$ cat src/rtl/wb_arbiter.sv
// ---------------------------------------------------------------------------
// wb_arbiter
//
// Write-side initiator for the register file's single write port. Results
// from the in-order main pipeline (no backpressure, always wins the port)
// are merged with results from a long-latency unit (divider / load miss)
// that wait in a small FIFO. At most one registered write leaves per cycle.
//
// A long-latency result is always older than any concurrent or later
// main-pipeline result. A main write to register A therefore squashes every
// buffered entry to A, including one being pushed on the same edge. Squashed
// entries still occupy a slot until they reach the head. They are then
// dropped without issuing a write.
//
// Ports
//   clk          clock, rising edge
//   rst          asynchronous reset, active-low (0 = reset)
//   wreg_i       main pipeline write request
//   wd_i         main pipeline destination register
//   wdata_i      main pipeline result
//   lu_valid_i   long-latency result valid
//   lu_ready_o   FIFO can accept a push this cycle
//   lu_wd_i      long-latency destination register
//   lu_wdata_i   long-latency result
//   we_o         register file write enable   (registered)
//   waddr_o      register file write address  (registered)
//   wdata_o      register file write data     (registered)
//   pending_o    bit i set = a live buffered write to register i exists
//   count_o      current FIFO occupancy
// ---------------------------------------------------------------------------
module wb_arbiter #(
    parameter int ADDR_W = 5,
    parameter int DATA_W = 32,
    parameter int DEPTH  = 4
) (
    input  logic                      clk,
    input  logic                      rst,
    input  logic                      wreg_i,
    input  logic [ADDR_W-1:0]         wd_i,
    input  logic [DATA_W-1:0]         wdata_i,
    input  logic                      lu_valid_i,
    output logic                      lu_ready_o,
    input  logic [ADDR_W-1:0]         lu_wd_i,
    input  logic [DATA_W-1:0]         lu_wdata_i,
    output logic                      we_o,
    output logic [ADDR_W-1:0]         waddr_o,
    output logic [DATA_W-1:0]         wdata_o,
    output logic [(2**ADDR_W)-1:0]    pending_o,
    output logic [$clog2(DEPTH):0]    count_o
);

    localparam int PTR_W = $clog2(DEPTH);
    localparam int CNT_W = PTR_W + 1;

    // FIFO storage. Payload needs no reset; only the valid/squash bits do.
    logic [ADDR_W-1:0] ent_addr_q [DEPTH];
    logic [DATA_W-1:0] ent_data_q [DEPTH];
    logic [DEPTH-1:0]  ent_vld_q, ent_vld_d;
    logic [DEPTH-1:0]  ent_sq_q,  ent_sq_d;

    logic [PTR_W-1:0]  wr_ptr_q, wr_ptr_d;
    logic [PTR_W-1:0]  rd_ptr_q, rd_ptr_d;
    logic [CNT_W-1:0]  count_q,  count_d;

    logic              we_q,    we_d;
    logic [ADDR_W-1:0] waddr_q, waddr_d;
    logic [DATA_W-1:0] wdata_q, wdata_d;

    logic main_hit;
    logic push;
    logic pop;
    logic head_live;
    logic push_sq;

    // -----------------------------------------------------------------------
    // Request decode
    // -----------------------------------------------------------------------
    // A write to r0 is not a real write: it neither issues nor blocks a pop.
    assign main_hit = wreg_i && (wd_i != '0);

    // Ready looks only at the current occupancy. When full, a same-cycle pop
    // does not open a slot for the push.
    assign lu_ready_o = rst && (count_q < CNT_W'(DEPTH));

    assign push = lu_valid_i && lu_ready_o;
    assign pop  = !main_hit && (count_q != '0);

    assign head_live = ent_vld_q[rd_ptr_q] && !ent_sq_q[rd_ptr_q];

    // An incoming entry is dead on arrival if it targets r0 or collides with
    // the main write on the same edge, since the main result is younger.
    assign push_sq = (lu_wd_i == '0) || (main_hit && (lu_wd_i == wd_i));

    // -----------------------------------------------------------------------
    // Entry state next-state
    // -----------------------------------------------------------------------
    // Push and pop never address the same slot. Equal pointers mean the FIFO
    // is either empty (no pop) or full (no push).
    always_comb begin
        ent_vld_d = ent_vld_q;
        ent_sq_d  = ent_sq_q;

        for (int i = 0; i < DEPTH; i++) begin
            if (main_hit && ent_vld_q[i] && (ent_addr_q[i] == wd_i)) begin
                ent_sq_d[i] = 1'b1;
            end
        end

        if (pop) begin
            ent_vld_d[rd_ptr_q] = 1'b0;
        end

        if (push) begin
            ent_vld_d[wr_ptr_q] = 1'b1;
            ent_sq_d[wr_ptr_q]  = push_sq;
        end
    end

    // -----------------------------------------------------------------------
    // Pointers and occupancy
    // -----------------------------------------------------------------------
    // DEPTH is a power of two, so the pointer wraps by natural overflow.
    always_comb begin
        wr_ptr_d = push ? (wr_ptr_q + PTR_W'(1)) : wr_ptr_q;
        rd_ptr_d = pop  ? (rd_ptr_q + PTR_W'(1)) : rd_ptr_q;

        unique case ({push, pop})
            2'b10:   count_d = count_q + CNT_W'(1);
            2'b01:   count_d = count_q - CNT_W'(1);
            default: count_d = count_q;
        endcase
    end

    // -----------------------------------------------------------------------
    // Write port selection
    // -----------------------------------------------------------------------
    // The main pipeline always wins. A live head entry writes when the main
    // pipeline is silent. Popping a squashed head, or an idle cycle, issues no
    // write, and the address/data hold their previous values.
    always_comb begin
        we_d    = 1'b0;
        waddr_d = waddr_q;
        wdata_d = wdata_q;

        if (main_hit) begin
            we_d    = 1'b1;
            waddr_d = wd_i;
            wdata_d = wdata_i;
        end else if (pop && head_live) begin
            we_d    = 1'b1;
            waddr_d = ent_addr_q[rd_ptr_q];
            wdata_d = ent_data_q[rd_ptr_q];
        end
    end

    // -----------------------------------------------------------------------
    // Control state registers
    // -----------------------------------------------------------------------
    always_ff @(posedge clk or negedge rst) begin
        if (!rst) begin
            ent_vld_q <= '0;
            ent_sq_q  <= '0;
            wr_ptr_q  <= '0;
            rd_ptr_q  <= '0;
            count_q   <= '0;
            we_q      <= 1'b0;
            waddr_q   <= '0;
            wdata_q   <= '0;
        end else begin
            ent_vld_q <= ent_vld_d;
            ent_sq_q  <= ent_sq_d;
            wr_ptr_q  <= wr_ptr_d;
            rd_ptr_q  <= rd_ptr_d;
            count_q   <= count_d;
            we_q      <= we_d;
            waddr_q   <= waddr_d;
            wdata_q   <= wdata_d;
        end
    end

    // -----------------------------------------------------------------------
    // FIFO payload storage
    // -----------------------------------------------------------------------
    always_ff @(posedge clk) begin
        if (push) begin
            ent_addr_q[wr_ptr_q] <= lu_wd_i;
            ent_data_q[wr_ptr_q] <= lu_wdata_i;
        end
    end

    // -----------------------------------------------------------------------
    // Pending-write scoreboard
    // -----------------------------------------------------------------------
    // Only live entries mark their destination. r0 entries are always
    // squashed on entry. Bit 0 is also cleared explicitly so that ID never
    // stalls on r0.
    always_comb begin
        pending_o = '0;
        for (int i = 0; i < DEPTH; i++) begin
            if (ent_vld_q[i] && !ent_sq_q[i]) begin
                pending_o[ent_addr_q[i]] = 1'b1;
            end
        end
        pending_o[0] = 1'b0;
    end

    assign we_o    = we_q;
    assign waddr_o = waddr_q;
    assign wdata_o = wdata_q;
    assign count_o = count_q;

endmodule

$ cat config.mk
export PLATFORM = sky130hd
export DESIGN_NAME = wb_arbiter
export DESIGN_NICKNAME = d
export VERILOG_FILES = /design/src/rtl/wb_arbiter.sv
export SDC_FILE = /design/constraint.sdc
export NUM_CORES = 1
export LEC_CHECK = 0
export CELL_PAD_IN_SITES_DETAIL_PLACEMENT = 0
export CELL_PAD_IN_SITES_GLOBAL_PLACEMENT = 1
export CORE_ASPECT_RATIO = 1.2
export CORE_MARGIN = 2
export CORE_UTILIZATION = 44
export DETAILED_ROUTE_END_ITERATION = 6
export PLACE_DENSITY = 0.84
export SETUP_SLACK_MARGIN = 0.02
export SLEW_MARGIN = 25
export SYNTH_ARGS = -nofsm -noshare
export SYNTH_HDL_FRONTEND = slang
export SYNTH_SLANG_ARGS = --single-unit
$ cat constraint.sdc
create_clock -name clk -period 2.7 [get_ports clk]
set_input_delay 0.405 -clock clk [delete_from_list [all_inputs] [get_ports clk]]
set_output_delay 0.405 -clock clk [all_outputs]
set_load 0.02 [all_outputs]
==> results.yml, run 1 <==
drt:
  drtIter0Drc: 335
  firstDrtPassIters: 5
  vias: 6392
  routed_via_density: 5.71
  post_drt_wl_per_cell_um: 21.7
  drc: 0
  wirelength_um: 24300
  antenna_left: 0
sta:
  drv_slew: 0
  period_needed_ns: 2.62
  rsz0062_at_grt: "true"
  setup_tns_ns: 0
  finalHoldViolations: 0
  clock_skew_ns: 0.0211
  setup_viol_count_final: 0
  relSlewSlack_pct: 50.2
  timing.final.crit_share_pct: 96.9
  max_freq_mhz: 382
  worst_slew_pin_slew_ns: 0.737
die:
  die_area_um2: 22500
  num_rows: 58
  io_pins: 152
  core-area_um2: 20900
  start_util_pct: 44.8
  fp.dieW_um: 137
  die_y_um: 164
place:
  dp.cells: 1061
  portBuffers: 150
  hpwl_um: 17200
  place.gp.congestion: 0.900
logic_synthesis:
  synth_warnings: 0
  synth-seq-cells: 201
  seq_area_frac_synth_pct: 61.6
  async_flop_share_pct: 26.4
  ys_types: 57
  syn_area_per_cell_um2: 14.6
  synth_nets: 729
  ys.flop_type: "edfxtp_1"
  synth-edff-count: 148
  syn_area_um2: 9370
  synth_cells: 641
global_routing:
  antenna_found_initial: 0
  grt_max_degree: 54
  grt-ovfl-total: 0
  grt_pass1_wl_um: 37600
  grt_util_all_layers_pct: 22.0
  grt_pass1_vias: 6858
setup_path:
  arrival_ns: 2.21
  slowest_stage: "edfxtp_1"
  path_class: "flop to output port"
  startpoint_type: "flop"
  required_ns: 2.30
  crit_chain: "buf_4 -> buf_4 -> and3b_1 -> a22oi_1 -> o221ai_1 -> dlygate4sd2_1"
  endpoint_kind: "output port"
  crit_path_frequent_cell: "buf_4"
  critical-path-max-stage-delay_ns: 0.41
  crit_fanout: 5
clock_network:
  numCtsBuffers: 19
  h-tree-depth: 1
  clock_latency_ns: 0.49
  clkSinkCount: 201
  root_buffer: "clkbuf_16"
  cts_tree: "yes"
  cts.clk_slew.worst_paths_ns: 0.07
  cts_max_path_buffers: 3
pwr:
  ir_drop_v: 0.000652
  p_leak_uw: 0.00459
  powerDensity_nw_per_um2: 870
min_path:
  hold_class: "primary input to async pin"
layout:
  fin_util_pct: 57.9
  nets: 924
  drive_gt1_share_pct: 19.7
  area_delta_synth_final_pct: 29.2
  layout.cells.non_filler: 1120
status:
  status: "finished, final reports clean"
job:
  max-cap-violations: 0
[cell usage in the layout (no fill, tap or decap), types with 10 or more instances in the layout]
| cell | synthesis | routed |
|---|---|---|
| edfxtp_1 | 148 | 148 |
| clkdlybuf4s50_1 | 0 | 118 |
| buf_4 | 4 | 68 |
| dfrtp_1 | 53 | 51 |
| nand2_1 | 48 | 48 |
| mux2i_1 | 39 | 39 |
| mux4_2 | 37 | 37 |
| o21ai_1 | 35 | 35 |
| o221ai_1 | 29 | 29 |
| xor2_1 | 23 | 23 |
| dlygate4sd2_1 | 0 | 21 |
| nor2_1 | 21 | 20 |
| clkbuf_16 | 0 | 19 |
| a22oi_1 | 14 | 14 |
| nand3b_1 | 12 | 12 |
| a2bb2oi_1 | 11 | 11 |
| inv_1 | 10 | 10 |
[cell type report]
cell class | count | area, um2
clock buffer | 29 | 553
antenna | 1 | 2.50
fill | 1635 | 8800
sequential | 201 | 5770
inverter | 10 | 37.5
multi-input combinational | 384 | 3370
tap | 270 | 338
clock inverter | 5 | 30.0
timing repair buffer | 220 | 1990
[worst max-delay path: cells and delay by family, from the launching register on]
| family | cells | cell delay (ns) |
|---|---|---|
| simple gates | 1 | 0.21 |
| compound gates | 2 | 0.43 |
| buf+inv | 3 | 0.68 |
| flops | 1 | 0.41 |
[synth_stat cells, types with 8 or more instances]
library cell	n	share of area, %
a22oi_1	14	1.1
a2bb2oi_1	11	1.0
and3_1	8	0.53
buf_2	10	0.53
clkbuf_1	27	1.1
dfrtp_1	53	14
edfxtp_1	148	47
ha_1	9	1.2
inv_1	10	0.40
mux2i_1	39	4.2
mux4_2	37	8.9
nand2_1	48	1.9
nand3b_1	12	0.96
nor2_1	21	0.84
nor3b_1	11	0.88
nor4_1	8	0.53
o21ai_1	35	1.9
o221ai_1	29	2.7
xor2_1	23	2.2
[final timing paths]
path	depth (start not counted)	slack, ns	endpoint	from
worst max register to register	5	0.63	wdata_o[11]	rd_ptr_q[0]
max in group asynchronous	2	2.04	rd_ptr_q[1]	rst
worst min-delay path	2	0.09	wdata_o[2]	rst
worst min register to register	1	0.53	ent_vld_q[0]	ent_vld_q[0]
worst max-delay path	6	0.08	pending_o[21]	ent_addr_q[2][4]
min in group clk	3	0.45	wdata_o[29]	wdata_i[29]
[timing repair]
item                                    CTS  global route
hold buffers                              0             0
endpoints found under the setup margin   31            13
gates resized for setup                  41            22
setup buffers                            24             0
[logic make-up after synthesis]
| family | Yosys count | share of synthesized area [%] |
|---|---|---|
| other | 1 | 0.0400 |
| AOI/OAI and AO/OA | 115 | 9.10 |
| xor gates and xnor gates | 30 | 2.80 |
| muxes | 76 | 13.1 |
| and+or+nand+nor | 152 | 8.99 |
| buffers and inverters | 56 | 2.99 |
| adders and majority gates | 10 | 1.42 |
| DFF | 201 | 61.6 |
[state kept, by name, indices dropped and copies added, names as in the netlist]
| name | cells |
|---|---|
| ent_data_q | 128 |
| wdata_o | 32 |
| ent_addr_q | 20 |
| waddr_o | 5 |
| ent_sq_q | 4 |
| ent_vld_q | 4 |
| count_o | 3 |
| rd_ptr_q | 2 |
| wr_ptr_q | 2 |
| we_o | 1 |
[power by group]
| group | internal, uW | switching (uW) |
|---|---|---|
| Combinational | 1880 | 1990 |
| Sequential | 3820 | 338 |
| Clock | 1420 | 1080 |
[per-stage QoR]
stage / total power, uW / area [um2] / hold WS (ns) / worst slack [ns]
floorplan: 6680 / 9370 / 0.109 / 0.257
global placement: 8020 / 11300 / 0.511 / 0.0652
detailed placement: 8110 / 11300 / 0.510 / 0.0524
CTS: 10600 / 12100 / 0.127 / 0.00512
global route: 11000 / 12100 / 0.157 / 0.0154
finish: 10500 / 12100 / 0.0919 / 0.0827
[metal layers]
metal / global-route usage [%] / vias up / wire (um)
li1: - / 2896 / -
met1: 26.1 / 3179 / 9120
met2: 38.9 / 250 / 12800
met3: 3.21 / 67 / 1360
met4: 10.4 / 0 / 1010
met5: 0 / - / 0
Power figures use the tool's default switching activity.
==> inputs of run 2 (changes only) <==
--- a/config.mk
+++ b/config.mk
@@ -7,7 +7,6 @@
 export LEC_CHECK = 0
 export CELL_PAD_IN_SITES_DETAIL_PLACEMENT = 0
 export CELL_PAD_IN_SITES_GLOBAL_PLACEMENT = 1
-export CORE_ASPECT_RATIO = 1.2
 export CORE_MARGIN = 2
 export CORE_UTILIZATION = 44
 export DETAILED_ROUTE_END_ITERATION = 6
==> run 2 against run 1 <==
  * Hold slack better by 0.015 ns
  * Register-to-register slack worse by 0.11 ns
  * Largest power group unchanged
  * Cell area is 0.32% lower
  * Critical endpoint is now pending_o[7]
==> results.yml, run 2 (synthesis gave the netlist of run 1 again) <==
pwr:
  ir_drop_v: 0.000651
  powerDensity_nw_per_um2: 875
  p_leak_uw: 0.00457
global_routing:
  use_met2_pct: 35.9
  grt-ovfl-total: 0
  grt_max_degree: 54
  grt_pass1_wl_um: 36500
  grt_util_all_layers_pct: 21.1
  busiest_layer: "met2"
  met1_usage_pct: 27.7
  grt_pass1_vias: 6516
  grt_util_met3_pct: 3.57
  antenna_found_initial: 0
sta:
  drv_slew: 0
  period_needed_ns: 2.59
  finalHoldViolations: 0
  relSlewSlack_pct: 42.0
  setup_viol_count_final: 0
  rsz0062_at_grt: "false"
  setup_tns_ns: 0
  worst_slew_pin_slew_ns: 0.861
  clock_skew_ns: 0.0184
  timing.final.crit_share_pct: 95.9
  max_freq_mhz: 386
drt:
  firstDrtPassIters: 5
  post_drt_wl_per_cell_um: 20.9
  antenna_left: 0
  vias: 6363
  routed_via_density: 5.71
  wirelength_um: 23300
  drtIter0Drc: 491
  drc: 0
job:
  max-cap-violations: 0
place:
  dp.cells: 1064
  portBuffers: 150
  place.gp.congestion: 0.869
  hpwl_um: 16100
setup_path:
  required_ns: 2.30
  reg2reg_slack_ns: 0.52
  crit_chain: "or3b_2 -> nor2_1 -> a21oi_1 -> o221ai_1 -> dlygate4sd2_1"
  arrival_ns: 2.18
  path_class: "flop to output port"
  slowest_stage: "or3b_2"
  crit_buf_inv: 1
  endpoint_kind: "output port"
  critical-path-max-stage-delay_ns: 0.56
  cp_top_family: "simple AND/OR/NAND/NOR gates"
  startpoint_type: "flop"
  crit_fanout: 8
clock_network:
  numCtsBuffers: 19
  root_buffer: "clkbuf_16"
  clock_latency_ns: 0.49
  cts.clk_slew.worst_paths_ns: 0.06
  h-tree-depth: 1
  cts_tree: "yes"
  cts_max_path_buffers: 3
  clkSinkCount: 201
die:
  num_rows: 53
  io_pins: 152
  core-area_um2: 21000
  start_util_pct: 44.7
  die_area_um2: 22500
  fp.dieW_um: 150
  die_y_um: 150
layout:
  regMostFlops: "ent_data_q"
  layout_commonest_cell: "edfxtp_1"
  nFillCells: 1678
  final_cell_mix: "edfxtp_1, clkdlybuf4s50_1, buf_4"
  area_delta_synth_final_pct: 28.8
  largest_register_ffs: 128
  nets: 915
  antenna-diode-count: 0
  drive_gt1_share_pct: 18.2
  layout.cells.non_filler: 1115
min_path:
  hold_class: "primary input to async pin"
status:
  status: "finished, final reports clean"
## run 2: final timing paths
path	start	to	depth (start not counted)
max in group asynchronous	rst	rd_ptr_q[0]	2
worst min register to register	ent_vld_q[0]	ent_vld_q[0]	1
worst min-delay path	rst	waddr_o[1]	2
min in group clk	wdata_i[4]	wdata_o[4]	3
worst max-delay path	ent_addr_q[2][4]	pending_o[7]	5
worst max register to register	rd_ptr_q[0]	wdata_o[10]	5
## run 2: repair_timing
item,CTS,global route
buffers inserted,15,2
setup endpoints to repair,31,8
hold endpoints to repair,0,0
resized for setup,43,5
hold buffers,0,0
## run 2: per-stage QoR
step	instance area (um2)	setup WS, ns	hold slack [ns]	util (%)	power [uW]
2_1_floorplan	9370	0.257	0.109	-	6680
3_3_place_gp	11300	0.00342	0.497	54.1	7990
3_5_place_dp	11300	-0.0170	0.514	54.1	8080
4_1_cts	12000	0.0148	0.136	57.5	10600
5_1_grt	12100	0.0307	0.170	57.6	11100
6_report	12100	0.111	0.107	57.6	10600
## run 2: worst reg2reg max path, delay by kind of cell (launching register included)
| kind | cells | cell delay, ns |
|---|---|---|
| AOI/OAI and AO/OA | 2 | 0.62 |
| buffers and inverters | 1 | 0.33 |
| DFF | 1 | 0.54 |
| muxes | 1 | 0.28 |
| and+or+nand+nor | 1 | 0.30 |
## run 2: final cells by class
type,count,area (um2),share of cell area [%]
inverters,10,37.5,0.311
well taps,275,344,2.85
clock inverters,6,57.6,0.477
flip-flops and latches,201,5770,47.9
multi-input cells,384,3370,27.9
repair buffers,211,1940,16.1
clock buffers,28,539,4.47
## run 2: per-layer routing
| layer | vias up | routed length (um) |
|---|---|---|
| met2 | 281 | 11500 |
| met4 | 0 | 629 |
| met5 | - | 0 |
| met3 | 49 | 1560 |
| li1 | 2883 | - |
| met1 | 3150 | 9580 |
## run 2: where the power goes
part | total, uW | switching (uW) | internal, uW
clock | 2540 | 1060 | 1480
combinational | 3820 | 1940 | 1880
sequential | 4190 | 368 | 3820
total | 10600 | 3370 | 7180
